### src/rtl/dmem_arbiter.sv
// dmem_arbiter: single-port data memory arbiter, CPU priority with starvation-forced DMA grants
module dmem_arbiter #(
  parameter int ADDR_W = 32,
  parameter int DATA_W = 32,
  parameter int STARVE_MAX = 4
) (
  input  logic              clk,
  input  logic              reset,
  input  logic              cpu_req,
  input  logic              cpu_we,
  input  logic [ADDR_W-1:0] cpu_addr,
  input  logic [DATA_W-1:0] cpu_wdata,
  output logic [DATA_W-1:0] cpu_rdata,
  output logic              cpu_stall,
  input  logic              dma_req,
  input  logic              dma_we,
  input  logic [ADDR_W-1:0] dma_addr,
  input  logic [DATA_W-1:0] dma_wdata,
  output logic              dma_gnt,
  output logic [DATA_W-1:0] dma_rdata,
  output logic              dma_rvalid,
  output logic              mem_we,
  output logic [ADDR_W-1:0] mem_addr,
  output logic [DATA_W-1:0] mem_wdata,
  input  logic [DATA_W-1:0] mem_rdata
);
  localparam logic [3:0] SMAX = 4'(STARVE_MAX);
  logic [3:0] starve_cnt;
  logic sat, grant_dma;
  assign sat = starve_cnt == SMAX;
  assign grant_dma = dma_req & (~cpu_req | sat) & ~reset;
  assign dma_gnt = grant_dma;
  assign cpu_stall = cpu_req & grant_dma;
  assign cpu_rdata = mem_rdata;
  always_comb begin
    mem_we = grant_dma ? dma_we : cpu_we & cpu_req & ~reset;
    mem_addr = grant_dma ? dma_addr : cpu_addr;
    mem_wdata = grant_dma ? dma_wdata : cpu_wdata;
  end
  // the counter never exceeds SMAX, so "not saturated" is the below-limit test
  always_ff @(posedge clk or posedge reset) begin
    if (reset) begin
      starve_cnt <= '0;
      dma_rvalid <= 1'b0;
      dma_rdata <= '0;
    end else begin
      starve_cnt <= grant_dma ? 4'd0 : (dma_req & ~sat) ? starve_cnt + 4'd1 : ~dma_req ? 4'd0 : starve_cnt;
      dma_rvalid <= grant_dma & ~dma_we;
      if (grant_dma & ~dma_we) dma_rdata <= mem_rdata;
    end
  end
endmodule

### config.mk
export PLATFORM = sky130hd
export DESIGN_NAME = dmem_arbiter
export DESIGN_NICKNAME = d
export VERILOG_FILES = /design/src/rtl/dmem_arbiter.sv
export SDC_FILE = /design/constraint.sdc
export NUM_CORES = 1
export LEC_CHECK = 0
export CORE_AREA = 3 3 115 117
export CTS_BUF_LIST = sky130_fd_sc_hd__clkbuf_4
export DETAILED_ROUTE_END_ITERATION = 8
export DIE_AREA = 0 0 118 120
export GPL_TIMING_DRIVEN = 0
export PLACE_DENSITY = 0.69
export SLEW_MARGIN = 20
export SYNTH_ARGS = -nofsm -noshare
export SYNTH_HDL_FRONTEND = slang
export SYNTH_SLANG_ARGS = --single-unit
### constraint.sdc
create_clock -name clk -period 3.8 [get_ports clk]
set_clock_uncertainty 0.05 [all_clocks]
set_input_delay 0.76 -clock clk [delete_from_list [all_inputs] [get_ports clk]]
set_output_delay 0.76 -clock clk [all_outputs]
set_load 0.1 [all_outputs]
==> reports/qor.yml, run 1 <==
drt:
  wl_um: 10600
  wl_per_cell_um: 15.6
  dr.pass1.iters: 4
  avgViaCountPerCell: 4.06
  drtIter0Drc: 37
  postRouteAntennaNets: 0
  met3WireLength_um: 1070
  vias: 2766
  drc: 0
  route.met2.wl_um: 5630
  top_layer: "met4"
  wl_met1_um: 3860
sta:
  hold_viol_final: 0
  fmax_ghz: 0.272
  tightest_slew_ps: 1010
  min_period_ps: 3670
  holdWs_ps: 453
  rsz0062_at_grt: "no"
  setup_viol: 0
  worst_slack_ps: 126
  finalCritPeriodShare_pct: 96.7
  final_max_slew_viol_count: 0
  relSlewSlack_pct: 32.4
synthesis:
  yosysSeqAreaShare_pct: 36.3
  synth_fp_nets: 372
  synthTopCellsByArea: "mux2_2 (42%), dfrtp_1 (36%), buf_4 (9.7%)"
  yosys_warnings: 0
  synth_top_area_cell: "mux2_2"
  netlist_area_mm2: 0.00255
  syn_area_per_cell_um2: 12.5
  ys_seq_elements: 37
  synth.distinct_cells: 25
  synth_top_area_share_pct: 42.0
  syn_inst: 204
critical_path:
  cp_cell_sequence: "clkdlybuf4s50_1, inv_1, nor2_1, and3_1, clkdlybuf4s50_1"
  critical_path.max_stage_delay_ps: 1150
  path_class: "in2out"
  cp-start-kind: "input pin"
  cp_slowest_cell: "clkdlybuf4s50_1"
  cp-end-kind: "output pin"
  crit_arrival_ps: 2860
  required_ps: 2990
  crit_path_max_fanout: 5
  crit_path_frequent_cell: "clkdlybuf4s50_1"
final_layout:
  drive_gt1_share_pct: 42.0
  n_antenna_cell: 0
  final_nets: 677
  final_common_cell: "clkdlybuf4s50_1"
  mostFrequentLayoutCells: "clkdlybuf4s50_1 (231), mux2_2 (95), buf_2 (50)"
  syn2layout_area_growth_pct: 119
  nFillCells: 1231
  stdcell_area_mm2: 0.00559
floorplan:
  die-height_um: 120
  core-area_mm2: 0.0125
  rows: 41
  die_area_mm2: 0.0142
  start_util_pct: 20.5
  ios: 298
  die_w_um: 118
power:
  ir_drop_uv: 340
  p_leak_uw: 0.00232
  powerDensity_mw_per_mm2: 453
clocking:
  cts_buffer_depth: 2
  cts_buffers: 5
  clkLatencyLatePin_ps: 340
  cts_sinks: 37
  cts_tree: "yes"
  cts-htree-levels: 2
  clk_pin_slew_worst_paths_ps: 120
  ctsHoldBuffers: 0
  root_buffer: "clkbuf_4"
run:
  cap_violations: 0
grt:
  grt_max_degree: 35
  antenna_found_initial: 0
  grt_pass1_vias: 2886
  overflow: 0
  grt_pass1_wl_um: 16200
  grt_usage_pct: 14.3
status:
  status: "complete, no violations"
placed_design:
  portBuffers: 297
  dp_worst_setup_slack_ps: -577
  gp_congestion: 0.762
  place_area_mm2: 0.00576
  place_hpwl_um: 9190
hold_path:
  hold_class: "reg2reg"
## cells by family (layout without fill, tap and decap cells)
| logic type | Yosys count | count (layout) | synth area share, % |
|---|---|---|---|
| simple gates | 13 | 13 | 2.89 |
| mux | 96 | 96 | 42.4 |
| buf+inv | 46 | 352 | 14.0 |
| fa+ha+maj | 2 | 2 | 0.981 |
| flops | 37 | 37 | 36.3 |
| xor+xnor | 2 | 2 | 0.687 |
| compound gates | 8 | 8 | 2.70 |
## stage by stage
stage | setup TNS [ps] | util [%] | power, µW | cells
2_1_floorplan | 0 | - | 1850 | 204
3_3_place_gp | -29880 | 46.0 | 2360 | 673
3_5_place_dp | -32330 | 46.2 | 2380 | 674
4_1_cts | -67.2 | 44.9 | 2560 | 682
5_1_grt | 0 | 44.9 | 2620 | 682
6_report | 0 | 44.9 | 2530 | 682
## report_power, final
| group | internal, µW | switching, µW | leakage (µW) |
|---|---|---|---|
| logic | 490 | 1310 | 0.00183 |
| registers | 477 | 41.7 | 0.000451 |
| clock network | 73.3 | 141 | 0.0000352 |
| total | 1040 | 1490 | 0.00232 |
## worst max-delay path, delay by kind of cell
kind / cells / cell delay (ps)
buffers and inverters: 3 / 1790
AND/OR/NAND/NOR: 2 / 300
## state kept, by name, indices dropped and copies added, names as in the netlist
signal and count:
dma_rvalid 1, dma_rdata 32, starve_cnt 4
## per-layer routing
metal / vias to the layer above / track usage [%]
li1: 1305 / -
met1: 1301 / 15.8
met2: 151 / 26.3
met3: 9 / 5.56
met4: 0 / 2.71
met5: - / 0
## final cells by class
type | count | area (µm²) | area share, %
inverter | 4 | 15.0 | 0.269
tap | 172 | 215 | 3.85
multi-input combinational | 121 | 1270 | 22.6
clock inverter | 3 | 22.5 | 0.403
sequential | 37 | 926 | 16.6
clock buffer | 5 | 37.5 | 0.671
buffer | 42 | 343 | 6.13
timing repair buffer | 298 | 2770 | 49.5
## synthesized netlist by cell type
| cell type | n |
|---|---|
| and3b_1 | 1 |
| nand3_1 | 5 |
| xnor2_1 | 1 |
| dfrtp_1 | 37 |
| ha_1 | 2 |
| o21ai_0 | 1 |
| o32ai_1 | 1 |
| nand3b_2 | 1 |
| a21oi_1 | 2 |
| nor2_1 | 1 |
| buf_6 | 8 |
| mux2_2 | 95 |
| nand2b_1 | 1 |
| a211oi_4 | 1 |
| a31oi_1 | 1 |
| xor2_1 | 1 |
| buf_2 | 1 |
| a221oi_1 | 1 |
| and3_1 | 1 |
| mux2_1 | 1 |
| buf_4 | 33 |
| nor3_1 | 1 |
| a32o_1 | 1 |
| inv_1 | 4 |
| nand2_1 | 2 |
## final timing paths
path,endpoint,cells past startpoint,startpoint,slack [ps]
max,cpu_stall,5,dma_req,130
min,dma_rdata[10],1,dma_rdata[10],450
max reg2reg,dma_rdata[23],6,starve_cnt[0],1720
min reg2reg,dma_rdata[10],1,dma_rdata[10],450
max in group asynchronous,dma_rdata[14],3,reset,2590
min in group asynchronous,starve_cnt[2],2,reset,710
## what timing repair did
action                                  CTS  global route
pin swaps                                 0             0
endpoints found under the setup margin   66             1
gates resized for setup                 292             2
buffers inserted                          0             0
(Power assumes the default switching activity.)
==> inputs of run 2 (changes only) <==
- PLACE_DENSITY: 0.69 -> default
==> reports/qor.yml, run 2 (synthesis results as in run 1) <==
status:
  status: "complete, no violations"
power:
  powerDensity_mw_per_mm2: 463  # +2.3%
  pwr-share-clk_pct: 10.7  # +2.2 points
  finalPower_uw: 2600  # +2.7%
  p_int_uw: 1110  # +6.5%
  combPwrFrac_pct: 69.2  # -1.9 points
  ir_drop_uv: 311  # -8.5%
  share_seq_of_total_power_pct: 20.0  # -0.5 points
  net-switching-power_uw: 1490  # +0.11%
  p_sw_share_pct: 57.4  # -1.5 points
  p_leak_uw: 0.00233  # +0.47%
drt:
  wl_per_cell_um: 16.4  # +4.8%
  wl_um: 11200  # +4.8%
  drtIter0Drc: 56  # +51%
  vias: 2751  # -0.54%
  drc: 0  # unchanged
  avgViaCountPerCell: 4.03  # -0.54%
  dr.pass1.iters: 4  # unchanged
  postRouteAntennaNets: 0  # unchanged
sta:
  fmax_ghz: 0.271  # -0.55%
  holdWs_ps: 453  # +0.00200 ps
  rsz0062_at_grt: "no"
  tightest_slew_ps: 1010  # +2.93 ps
  final_max_slew_viol_count: 0  # unchanged
  setup_viol: 0  # unchanged
  worst_slack_ps: 106  # -20.2 ps
  finalCritPeriodShare_pct: 97.2  # +0.53 points
  relSlewSlack_pct: 32.2  # -0.20 points
  min_period_ps: 3690  # +20.2 ps
  hold_viol_final: 0  # unchanged
clocking:
  clk_pin_slew_worst_paths_ps: 120  # about the same
  cts_resized: 293  # +0.34%
  clkLatencyLatePin_ps: 330  # about the same
  ctsHoldBuffers: 0  # unchanged
  cts_buffers: 5  # unchanged
  cts_sinks: 37  # unchanged
  cts-htree-levels: 2  # unchanged
  cts_tree: "yes"
  cts_buffer_depth: 2  # unchanged
  root_buffer: "clkbuf_4"
  post_cts_buffers: 0  # unchanged
critical_path:
  cp-end-kind: "output pin"
  required_ps: 2990  # about the same
  critPathLaunch: "reset"
  crit_path_max_fanout: 10  # +5
  cp-start-kind: "input pin"
  reg2reg_from: "starve_cnt[0]"
  path_class: "in2out"
  crit_arrival_ps: 2880  # +20 ps
floorplan:
  die-height_um: 120  # unchanged
  die_area_mm2: 0.0142  # unchanged
  ios: 298  # unchanged
  start_util_pct: 20.5  # unchanged
  rows: 41  # unchanged
  core-area_mm2: 0.0125  # unchanged
  die_w_um: 118  # unchanged
placed_design:
  place_hpwl_um: 9530  # +3.7%
  portBuffers: 297  # unchanged
  dp.cells: 674  # unchanged
  gp_congestion: 0.729  # -4.4%
  dp_worst_setup_slack_ps: -547  # +29.8 ps
final_layout:
  syn2layout_area_growth_pct: 120
  final_common_cell: "clkdlybuf4s50_1"
  largest_register_ffs: 32  # unchanged
  drive_gt1_share_pct: 42.2  # +0.20 points
  multi_input_area_mm2: 0.00127  # unchanged
  n_antenna_cell: 0  # unchanged
  largest-register: "dma_rdata"
  fin_cells: 682  # unchanged
  nFillCells: 1227  # -0.32%
  seq_area_um2: 926  # unchanged
  mostFrequentLayoutCells: "clkdlybuf4s50_1 (231), mux2_2 (95), buf_2 (50)"
  final_core_util_pct: 45.1  # +0.20 points
  final_nets: 677  # unchanged
  reg.largest.list: "dma_rdata (32), starve_cnt (4), dma_rvalid (1)"
hold_path:
  hold_class: "reg2reg"
  hold_path_startpoint: "dma_rdata[10]"
grt:
  grt_pass1_vias: 2970  # +2.9%
  grt_max_degree: 25  # -29%
  grt_pass1_wl_um: 16900  # +4.3%
  antenna_found_initial: 0  # unchanged
  grt_usage_pct: 14.9  # +0.59 points
  overflow: 0  # unchanged
run:
  cap_violations: 0  # unchanged
[run 2: cell types whose count changed in the layout (fill, tap and decap cells not counted), sizes merged]
cell         before  now
dlygate4sd2       1    0
inv               4    5
clkinv            3    1
bufinv            0    1
clkbuf            5    6
[run 2: power by group through the flow]
stage	clock (µW)	sequential, µW	combinational [µW]
2_1_floorplan	0	1120	721
3_3_place_gp	0	524	1840
5_1_grt	309	535	1850
4_1_cts	294	523	1810
3_5_place_dp	0	529	1850
6_report	279	521	1800
[run 2: critical path, cell delays in order]
cell and delay, ps:
clkdlybuf4s50_1 540, nand2b_1 260, a21oi_1 190, buf_2 280
mux2_2 370, clkdlybuf4s15_2 470
[run 2: worst paths after layout]
kind	endpoint	slack (ps)	cells past startpoint
setup / recovery	mem_addr[5]	110	6
hold / removal	dma_rdata[10]	450	1
setup reg to reg	dma_rdata[8]	1660	6
hold reg to reg	dma_rdata[10]	450	1
max in group asynchronous	dma_rdata[23]	2400	3
min in group asynchronous	dma_rdata[1]	850	2
[run 2: final cells by class]
| class | instances | share of cell area, % |
|---|---|---|
| buffer | 42 | 6.10 |
| clock buffer | 5 | 0.668 |
| clock inverter | 3 | 0.780 |
| inverter | 4 | 0.267 |
| multi-input combinational | 121 | 22.5 |
| sequential | 37 | 16.5 |
| tap | 172 | 3.83 |
| timing repair buffer | 298 | 49.3 |
[run 2: stage by stage]
step | instance area [µm²] | TNS [ps]
final | 5620 | 0
after global routing | 5620 | 0
after global placement | 5740 | -30550
after floorplan | 2550 | 0
after detailed placement | 5770 | -31370
after CTS | 5630 | -33.7
[run 2: metal layers]
layer / track usage (%) / wire [µm] / vias to the layer above
li1: - / - / 1308
met1: 17.5 / 4360 / 1299
met2: 26.6 / 5790 / 140
met3: 5.42 / 936 / 4
met4: 2.20 / 69 / 0
met5: 0 / 0 / -
